### src/rtl/reg_serial_pkg.sv
// Shared types and constants for the register serial reader: FSM state encoding
// and the default parallel word width.
package reg_serial_pkg;

   localparam int DEFAULT_WIDTH = 8;

   typedef enum logic [1:0] {
      IDLE  = 2'd0,
      SHIFT = 2'd1,
      DONE  = 2'd2
   } state_t;

endpackage

### src/rtl/piso_shift_reg.sv
// Loadable parallel-in/serial-out register; shifts left (MSB out first) only
// when enabled, so a stalled consumer simply freezes the contents.
module piso_shift_reg #(
   parameter int WIDTH = 8
) (
   input  logic             clk,
   input  logic             rst,
   input  logic             load,
   input  logic             shift_en,
   input  logic [WIDTH-1:0] par_in,
   output logic             msb
);

   logic [WIDTH-1:0] data_reg;

   // Load wins over shift; the FSM never requests both in the same cycle anyway.
   always_ff @(posedge clk or negedge rst) begin
      if (!rst) begin
         data_reg <= '0;
      end else if (load) begin
         data_reg <= par_in;
      end else if (shift_en) begin
         data_reg <= {data_reg[WIDTH-2:0], 1'b0};
      end
   end

   assign msb = data_reg[WIDTH-1];

endmodule

### src/rtl/reg_serial_reader.sv
// Captures a parallel register word on start and streams it MSB first over a
// valid/ready serial handshake, pulsing done once the final bit is accepted.
import reg_serial_pkg::*;

module reg_serial_reader #(
   parameter int WIDTH = DEFAULT_WIDTH
) (
   input  logic             clk,
   input  logic             rst,
   input  logic             start,
   input  logic [WIDTH-1:0] par_in,
   output logic             ser_out,
   output logic             ser_valid,
   input  logic             ser_ready,
   output logic             busy,
   output logic             done
);

   localparam int CNT_W = $clog2(WIDTH) + 1;
   localparam logic [CNT_W-1:0] LAST_IDX = CNT_W'(WIDTH - 1);

   state_t           state_reg;
   state_t           state_next;
   logic [CNT_W-1:0] cnt_reg;
   logic             load;
   logic             fire;
   logic             msb;

   piso_shift_reg #(
      .WIDTH(WIDTH)
   ) u_shift (
      .clk     (clk),
      .rst     (rst),
      .load    (load),
      .shift_en(fire),
      .par_in  (par_in),
      .msb     (msb)
   );

   always_ff @(posedge clk or negedge rst) begin
      if (!rst) begin
         state_reg <= IDLE;
      end else begin
         state_reg <= state_next;
      end
   end

   always_ff @(posedge clk or negedge rst) begin
      if (!rst) begin
         cnt_reg <= '0;
      end else if (load) begin
         cnt_reg <= '0;
      end else if (fire) begin
         cnt_reg <= cnt_reg + CNT_W'(1);
      end
   end

   always_comb begin
      state_next = state_reg;
      load       = 1'b0;
      fire       = 1'b0;
      ser_valid  = 1'b0;
      ser_out    = 1'b0;
      busy       = 1'b0;
      done       = 1'b0;
      case (state_reg)
         IDLE: begin
            if (start) begin
               load       = 1'b1;
               state_next = SHIFT;
            end
         end
         SHIFT: begin
            busy      = 1'b1;
            ser_valid = 1'b1;
            ser_out   = msb;
            fire      = ser_ready;
            if (ser_ready && (cnt_reg == LAST_IDX)) begin
               state_next = DONE;
            end
         end
         DONE: begin
            busy       = 1'b1;
            done       = 1'b1;
            state_next = IDLE;
         end
         default: begin
            state_next = IDLE;
         end
      endcase
   end

endmodule
### config.mk
export PLATFORM = sky130hd
export DESIGN_NAME = reg_serial_reader
export DESIGN_NICKNAME = d
export VERILOG_FILES = /design/src/rtl/reg_serial_pkg.sv /design/src/rtl/piso_shift_reg.sv /design/src/rtl/reg_serial_reader.sv
export SDC_FILE = /design/constraint.sdc
export NUM_CORES = 1
export LEC_CHECK = 0
export CAP_MARGIN = 20
export CORE_MARGIN = 4
export CORE_UTILIZATION = 47
export DETAILED_ROUTE_END_ITERATION = 6
export PLACE_DENSITY = 0.73
export SLEW_MARGIN = 20
export SYNTH_ARGS = -nofsm -noshare
export SYNTH_HDL_FRONTEND = slang
export SYNTH_SLANG_ARGS = --single-unit
### constraint.sdc
create_clock -name clk -period 1.44 [get_ports clk]
set_input_delay 0.36 -clock clk [delete_from_list [all_inputs] [get_ports clk]]
set_output_delay 0.36 -clock clk [all_outputs]
set_load 0.03 [all_outputs]
==> results of run 1 <==
cell usage in the layout (no fill, tap or decap), types with 3 or more instances in the layout:
master | netlist | routed
nand2_1 | 10 | 10
buf_4 | 1 | 12
ha_4 | 0 | 3
mux2i_1 | 7 | 5
o21ai_0 | 10 | 8
nand3_1 | 3 | 3
buf_6 | 0 | 6
dfrtp_1 | 14 | 13
clkdlybuf4s50_1 | 0 | 11
clkbuf_4 | 0 | 3
worst reg2reg max path, stage by stage (launching register included):
cell,delay [ps]
dfrtp_1,380
inv_2,80
buf_12,130
ha_4,150
nor2b_4,130
a21oi_2,140
mux2_4,310
layout make-up:
type / count / area (µm²) / share of cell area
clock buffer: 3 / 22.5 / 0.0202
inverter: 2 / 10.0 / 0.00900
multi-input combinational: 50 / 402 / 0.361
sequential: 14 / 352 / 0.316
tap: 15 / 18.8 / 0.0169
timing repair buffer: 31 / 308 / 0.277
final timing paths:
| path | cells after the start | to | from | slack [ps] |
|---|---|---|---|---|
| setup / recovery | 4 | busy | state_reg[1] | -160 |
| hold / removal | 2 | state_reg[0] | rst | 390 |
| setup reg to reg | 6 | state_reg[0] | state_reg[1] | 10 |
| hold reg to reg | 2 | u_shift.data_reg[0] | u_shift.data_reg[0] | 540 |
| max in group asynchronous | 2 | u_shift.data_reg[4] | rst | 870 |
| min in group clk | 2 | u_shift.data_reg[0] | u_shift.data_reg[0] | 540 |
per-layer routing:
metal  track usage  wire length (µm)  vias to the layer above
li1              -                 -                      297
met1         0.234               749                      304
met2         0.312               920                       23
met3        0.0575                77                        8
met4         0.110                50                        0
met5             0                 0                        -
metrics by stage:
| step | hold slack (ps) | std cells |
|---|---|---|
| 5_1_grt | 389 | 115 |
| 4_1_cts | 392 | 112 |
| 2_1_floorplan | 64.4 | 69 |
| 6_report | 387 | 115 |
| 3_3_place_gp | 524 | 103 |
| 3_5_place_dp | 537 | 103 |
kinds of logic (layout without fill, tap and decap cells):
| logic type | count (synthesis) | count (layout) |
|---|---|---|
| buf+inv | 5 | 36 |
| fa+ha+maj | 5 | 5 |
| flops | 14 | 14 |
| xor+xnor | 2 | 2 |
| compound gates | 14 | 14 |
| mux | 8 | 8 |
| simple gates | 21 | 21 |
report_power, final:
part           switching, mW  internal, mW  total [mW]
Clock                  0.125        0.0971       0.222
Sequential             0.130         0.548       0.678
Combinational          0.469         0.570        1.04
Total                  0.723          1.21        1.94
timing repair:
action	in CTS	in global routing
endpoints found under the setup margin	4	5
resized for setup	11	13
buffers inserted	6	3
pin swaps	2	2
==> key figures, run 1 <==
Yosys
  – Post-synthesis sequential area ratio: 0.496
  – Synth Area in XOR/XNOR: 0.0248
  – Synth Area in Adders: 0.0885
  – Count of cell types in the netlist: 19
  – Cell Area, Synth: 707 µm²
  – Asr flop ratio synth: 1.00
  – Syn. warnings: 0
  – Synth area leader: dfrtp_1
  – Count leader, synth: dfrtp_1
  – Synth Area in Compound Gates: 0.103
  – Post-Syn Instances: 69
  – Multiplexer share of the synthesized area: 0.115
  – Synth Area in Simple Gates: 0.142
  – Share of the synthesized area in the top cell type: 0.496
  – Post-synth top cells: dfrtp_1, nand2_1, o21ai_0
  – Post-Syn Area per Cell: 10.2 µm²
  – EDFF count, synth: 0
  – Synth Net Count: 86
  – Largest family of logic cells by synthesized area: simple AND/OR/NAND/NOR gates
  – Synth area leaders: dfrtp_1, mux2i_1, ha_1, o21ai_0, nand2_1
  – Ys flop type: dfrtp_1
  – Yosys reg bits: 14

Clock tree
  – H-tree levels: 1
  – Hold_buf cts: 0
  – Latest clock arrival within the worst-skew pair: 280 ps
  – Clock transition at path regs: 90 ps
  – TritonCTS clock tree: built
  – Total CTS buffers: 3
  – Root buf cell: clkbuf_4
  – # clock sinks: 14
  – Clk buf depth: 2

STA
  – Final Hold Viols: 0
  – RSZ-0062 raised after global routing: true
  – F_max: 624 MHz
  – Worst slew pin tran: 201 ps
  – Worst Clk Skew: 9.72 ps
  – Final Critical Period: 1600 ps
  – Pins Over Slew Limit: 0
  – Relative slew slack: 0.864
  – Setup TNS Final: -466 ps
  – Post-route setup slack: -162 ps
  – Final worst path period share: 1.11
  – Setup-failing EPs final: 4

Pwr
  – Power per cell area: 1740 nW/µm²
  – P_leak: 0.522 nW
  – PnR Total Power: 1.94 mW
  – Peak supply drop: 1060 µV

Final layout
  – Layout cells sized above 1: 0.360
  – Fin util: 0.814
  – Flip-flop count of the largest register after layout: 8
  – Area Overhead vs Synth: 57.3%
  – Diode count: 0
  – Fin nets: 119
  – Fin area: 1110 µm²
  – Filler cells: 85

Route
  – Via/cell ratio: 5.50
  – Iteration-0 DRC Markers: 6
  – Drt drc: 0
  – WL final: 1800 µm
  – Vias: 632
  – WL/cell: 15.6 µm
  – Pre-antenna DRT Iters: 4
  – Remaining antenna violation count: 0

Setup path
  – Critical Path AT: 1240 ps
  – CP max FO: 3
  – CP Data Required Time: 1080 ps
  – CP Class: reg -> out
  – CP max-delay cell: dfrtp_1
  – Setup crit end kind: output port
  – Delay-heaviest family, CP: flip-flops
  – CP Cell Sequence: inv_2 > buf_12 > ha_4 > buf_6
  – Bufs and invs on worst path: 3
  – Crit-path max cell delay: 380 ps
  – Worst Setup Start Kind: flop

Die
  – Initial Util: 0.517
  – Die W: 46.8 µm
  – Core area: 1370 µm²
  – Placement row count: 13
  – Die ar.: 2190 µm²
  – Ports: 16
  – Die Y: 46.8 µm

Global route
  – Initial antenna violation count: 0
  – GRT Residual Overflow: 0
  – First-pass GRT wire length: 2940 µm
  – Vias in the first global route: 666
  – Global Route Usage Sum: 0.195
  – Largest net degree at the start of global routing: 21

Outcome
  – Violated checks: setup timing
  – Status: finished with violations

Placement
  – HPWL Detailed: 1060 µm
  – Dpl cell area: 920 µm²
  – Pre-CTS setup slack: -164 ps
  – RD Place Congestion: 0.722
  – Port Buffers: 15

Job
  – Max Cap Viol: 0

Hold path
  – HP Class: in -> async
Power figures use the tool's default switching activity.
==> inputs of run 2 (changes only) <==
clock period = 1.6 ns   (was 1.44 ns; I/O delays follow)
==> key figures, run 2 (same netlist as run 1, synthesis figures left out) <==
Clock tree
  – H-tree levels: 1 (unchanged)
  – TritonCTS clock tree: built
  – Latest clock arrival within the worst-skew pair: 270 ps (about the same)
  – Clock transition at path regs: 80 ps (about the same)
  – Root buf cell: clkbuf_4
  – Clk buf depth: 2 (unchanged)
  – Total CTS buffers: 3 (unchanged)
  – # clock sinks: 14 (unchanged)

Outcome
  – Status: finished with violations
  – Violated checks: setup timing

Placement
  – HPWL Detailed: 967 µm (-8.4%)
  – RD Place Congestion: 0.699 (-3.3%)
  – Port Buffers: 15 (unchanged)

STA
  – RSZ-0062 raised after global routing: true
  – Final Critical Period: 1610 ps
  – Final Hold Viols: 0 (unchanged)
  – Worst slew pin tran: 170 ps (-30.9 ps)
  – Hold_ws: 440 ps (+52.1 ps)
  – Final worst path period share: 1.01
  – Worst Clk Skew: 5.64 ps (-4.07 ps)
  – Setup-failing EPs final: 1 (-3)
  – Relative slew slack: 0.885 (+0.0208)
  – F_max: 621 MHz
  – Pins Over Slew Limit: 0 (unchanged)
  – Post-route setup slack: -10.3 ps (+151 ps)

Final layout
  – Diode count: 0 (unchanged)
  – Area Overhead vs Synth: 39.6%
  – Area of the multi-input gates: 362 µm² (-10%)
  – Layout cells sized above 1: 0.255 (-0.105)
  – Fin util: 0.723 (-0.0916)
  – Commonest non-fill, non-tap cell in the layout: dfrtp_1
  – Most frequent cells in the layout: dfrtp_1, clkdlybuf4s50_1, buf_4
  – Flip-flop count of the largest register after layout: 8 (unchanged)
  – Fin nets: 113 (-5.0%)
  – Sequential cell area: 350 µm² (-0.36%)
  – Filler cells: 110 (+29%)

Route
  – WL/cell: 13.1 µm (-16%)
  – Vias: 567 (-10%)
  – WL final: 1430 µm (-21%)
  – Via/cell ratio: 5.20 (-5.3%)
  – Iteration-0 DRC Markers: 6 (unchanged)
  – Drt drc: 0 (unchanged)
  – Remaining antenna violation count: 0 (unchanged)
  – Pre-antenna DRT Iters: 3 (-1)

Pwr
  – P_leak: 0.474 nW (-9.2%)
  – Peak supply drop: 908 µV (-15%)
  – Power per cell area: 1550 nW/µm² (-11%)

Die
  – Die Y: 46.8 µm (unchanged)
  – Placement row count: 13 (unchanged)
  – Die ar.: 2190 µm² (unchanged)
  – Core area: 1370 µm² (unchanged)
  – Initial Util: 0.517 (unchanged)
  – Ports: 16 (unchanged)
  – Die W: 46.8 µm (unchanged)

Global route
  – GRT Residual Overflow: 0 (unchanged)
  – Initial antenna violation count: 0 (unchanged)
  – Global Route Usage Sum: 0.150 (-0.0450)
  – First-pass GRT wire length: 2270 µm (-23%)
  – Vias in the first global route: 525 (-21%)
  – Largest net degree at the start of global routing: 15 (-29%)

Setup path
  – Worst Setup Start Kind: flop
  – Setup crit end kind: output port
  – CP max FO: 4 (+1)
  – Critical Path AT: 1210 ps (-30 ps)
  – CP Class: reg -> out
  – CP Data Required Time: 1200 ps (+120 ps)

Hold path
  – HP Class: in -> async

Job
  – Max Cap Viol: 0 (unchanged)
[run 2: cell count changes in the layout (fill, tap and decap cells not counted), sizes merged]
cell,previous run,this run
buf,20,14
[run 2: what timing repair did]
action                     4_1_cts  5_1_grt
buffers inserted                 1        3
hold buffers                     0        0
setup endpoints to repair        3        3
resized for setup                7        1
[run 2: cell type report]
class / count / area share
clock buffers: 3 / 0.0228
flip-flops and latches: 14 / 0.355
multi-input cells: 50 / 0.366
well taps: 15 / 0.0190
repair buffers: 25 / 0.229
inverters: 2 / 0.00760
[run 2: worst paths after layout]
| check | end | cells past startpoint | slack [ps] | startpoint |
|---|---|---|---|---|
| max | ser_out | 4 | -10 | state_reg[1] |
| min | state_reg[0] | 2 | 440 | rst |
| max reg2reg | state_reg[0] | 5 | 90 | state_reg[0] |
| min reg2reg | u_shift.data_reg[0] | 2 | 540 | u_shift.data_reg[0] |
| max in group asynchronous | u_shift.data_reg[3] | 2 | 990 | rst |
| min in group clk | u_shift.data_reg[0] | 2 | 540 | u_shift.data_reg[0] |
[run 2: worst max-delay path, cell delays in order, from the launching register on]
cell	delay (ps)
dfrtp_1	400
inv_2	120
ha_4	170
and2_4	140
buf_6	120
[run 2: metrics by stage]
step / setup TNS [ps] / power [mW] / cell area, µm² / worst slack (ps) / instances
CTS: -24.0 / 1.48 / 961 / -24.0 / 106
global route: -111 / 1.65 / 987 / -58.9 / 109
global placement: -50.7 / 1.17 / 898 / -50.7 / 102
finish: -10.3 / 1.53 / 987 / -10.3 / 109
detailed placement: -101 / 1.20 / 898 / -101 / 102
floorplan: 0 / 0.997 / 709 / 72.2 / 69
[run 2: power breakdown]
part / total, mW / internal [mW] / switching, mW
registers: 0.581 / 0.490 / 0.0911
logic: 0.759 / 0.396 / 0.363
clock network: 0.188 / 0.0870 / 0.101
total: 1.53 / 0.973 / 0.556
[run 2: metal layers]
layer | up-vias | GRT usage | part of all wire
li1 | 286 | - | -
met4 | 0 | 0.0994 | 0.0063
met3 | 2 | 0.0345 | 0.039
met2 | 10 | 0.220 | 0.50
met1 | 269 | 0.198 | 0.46
met5 | - | 0 | 0
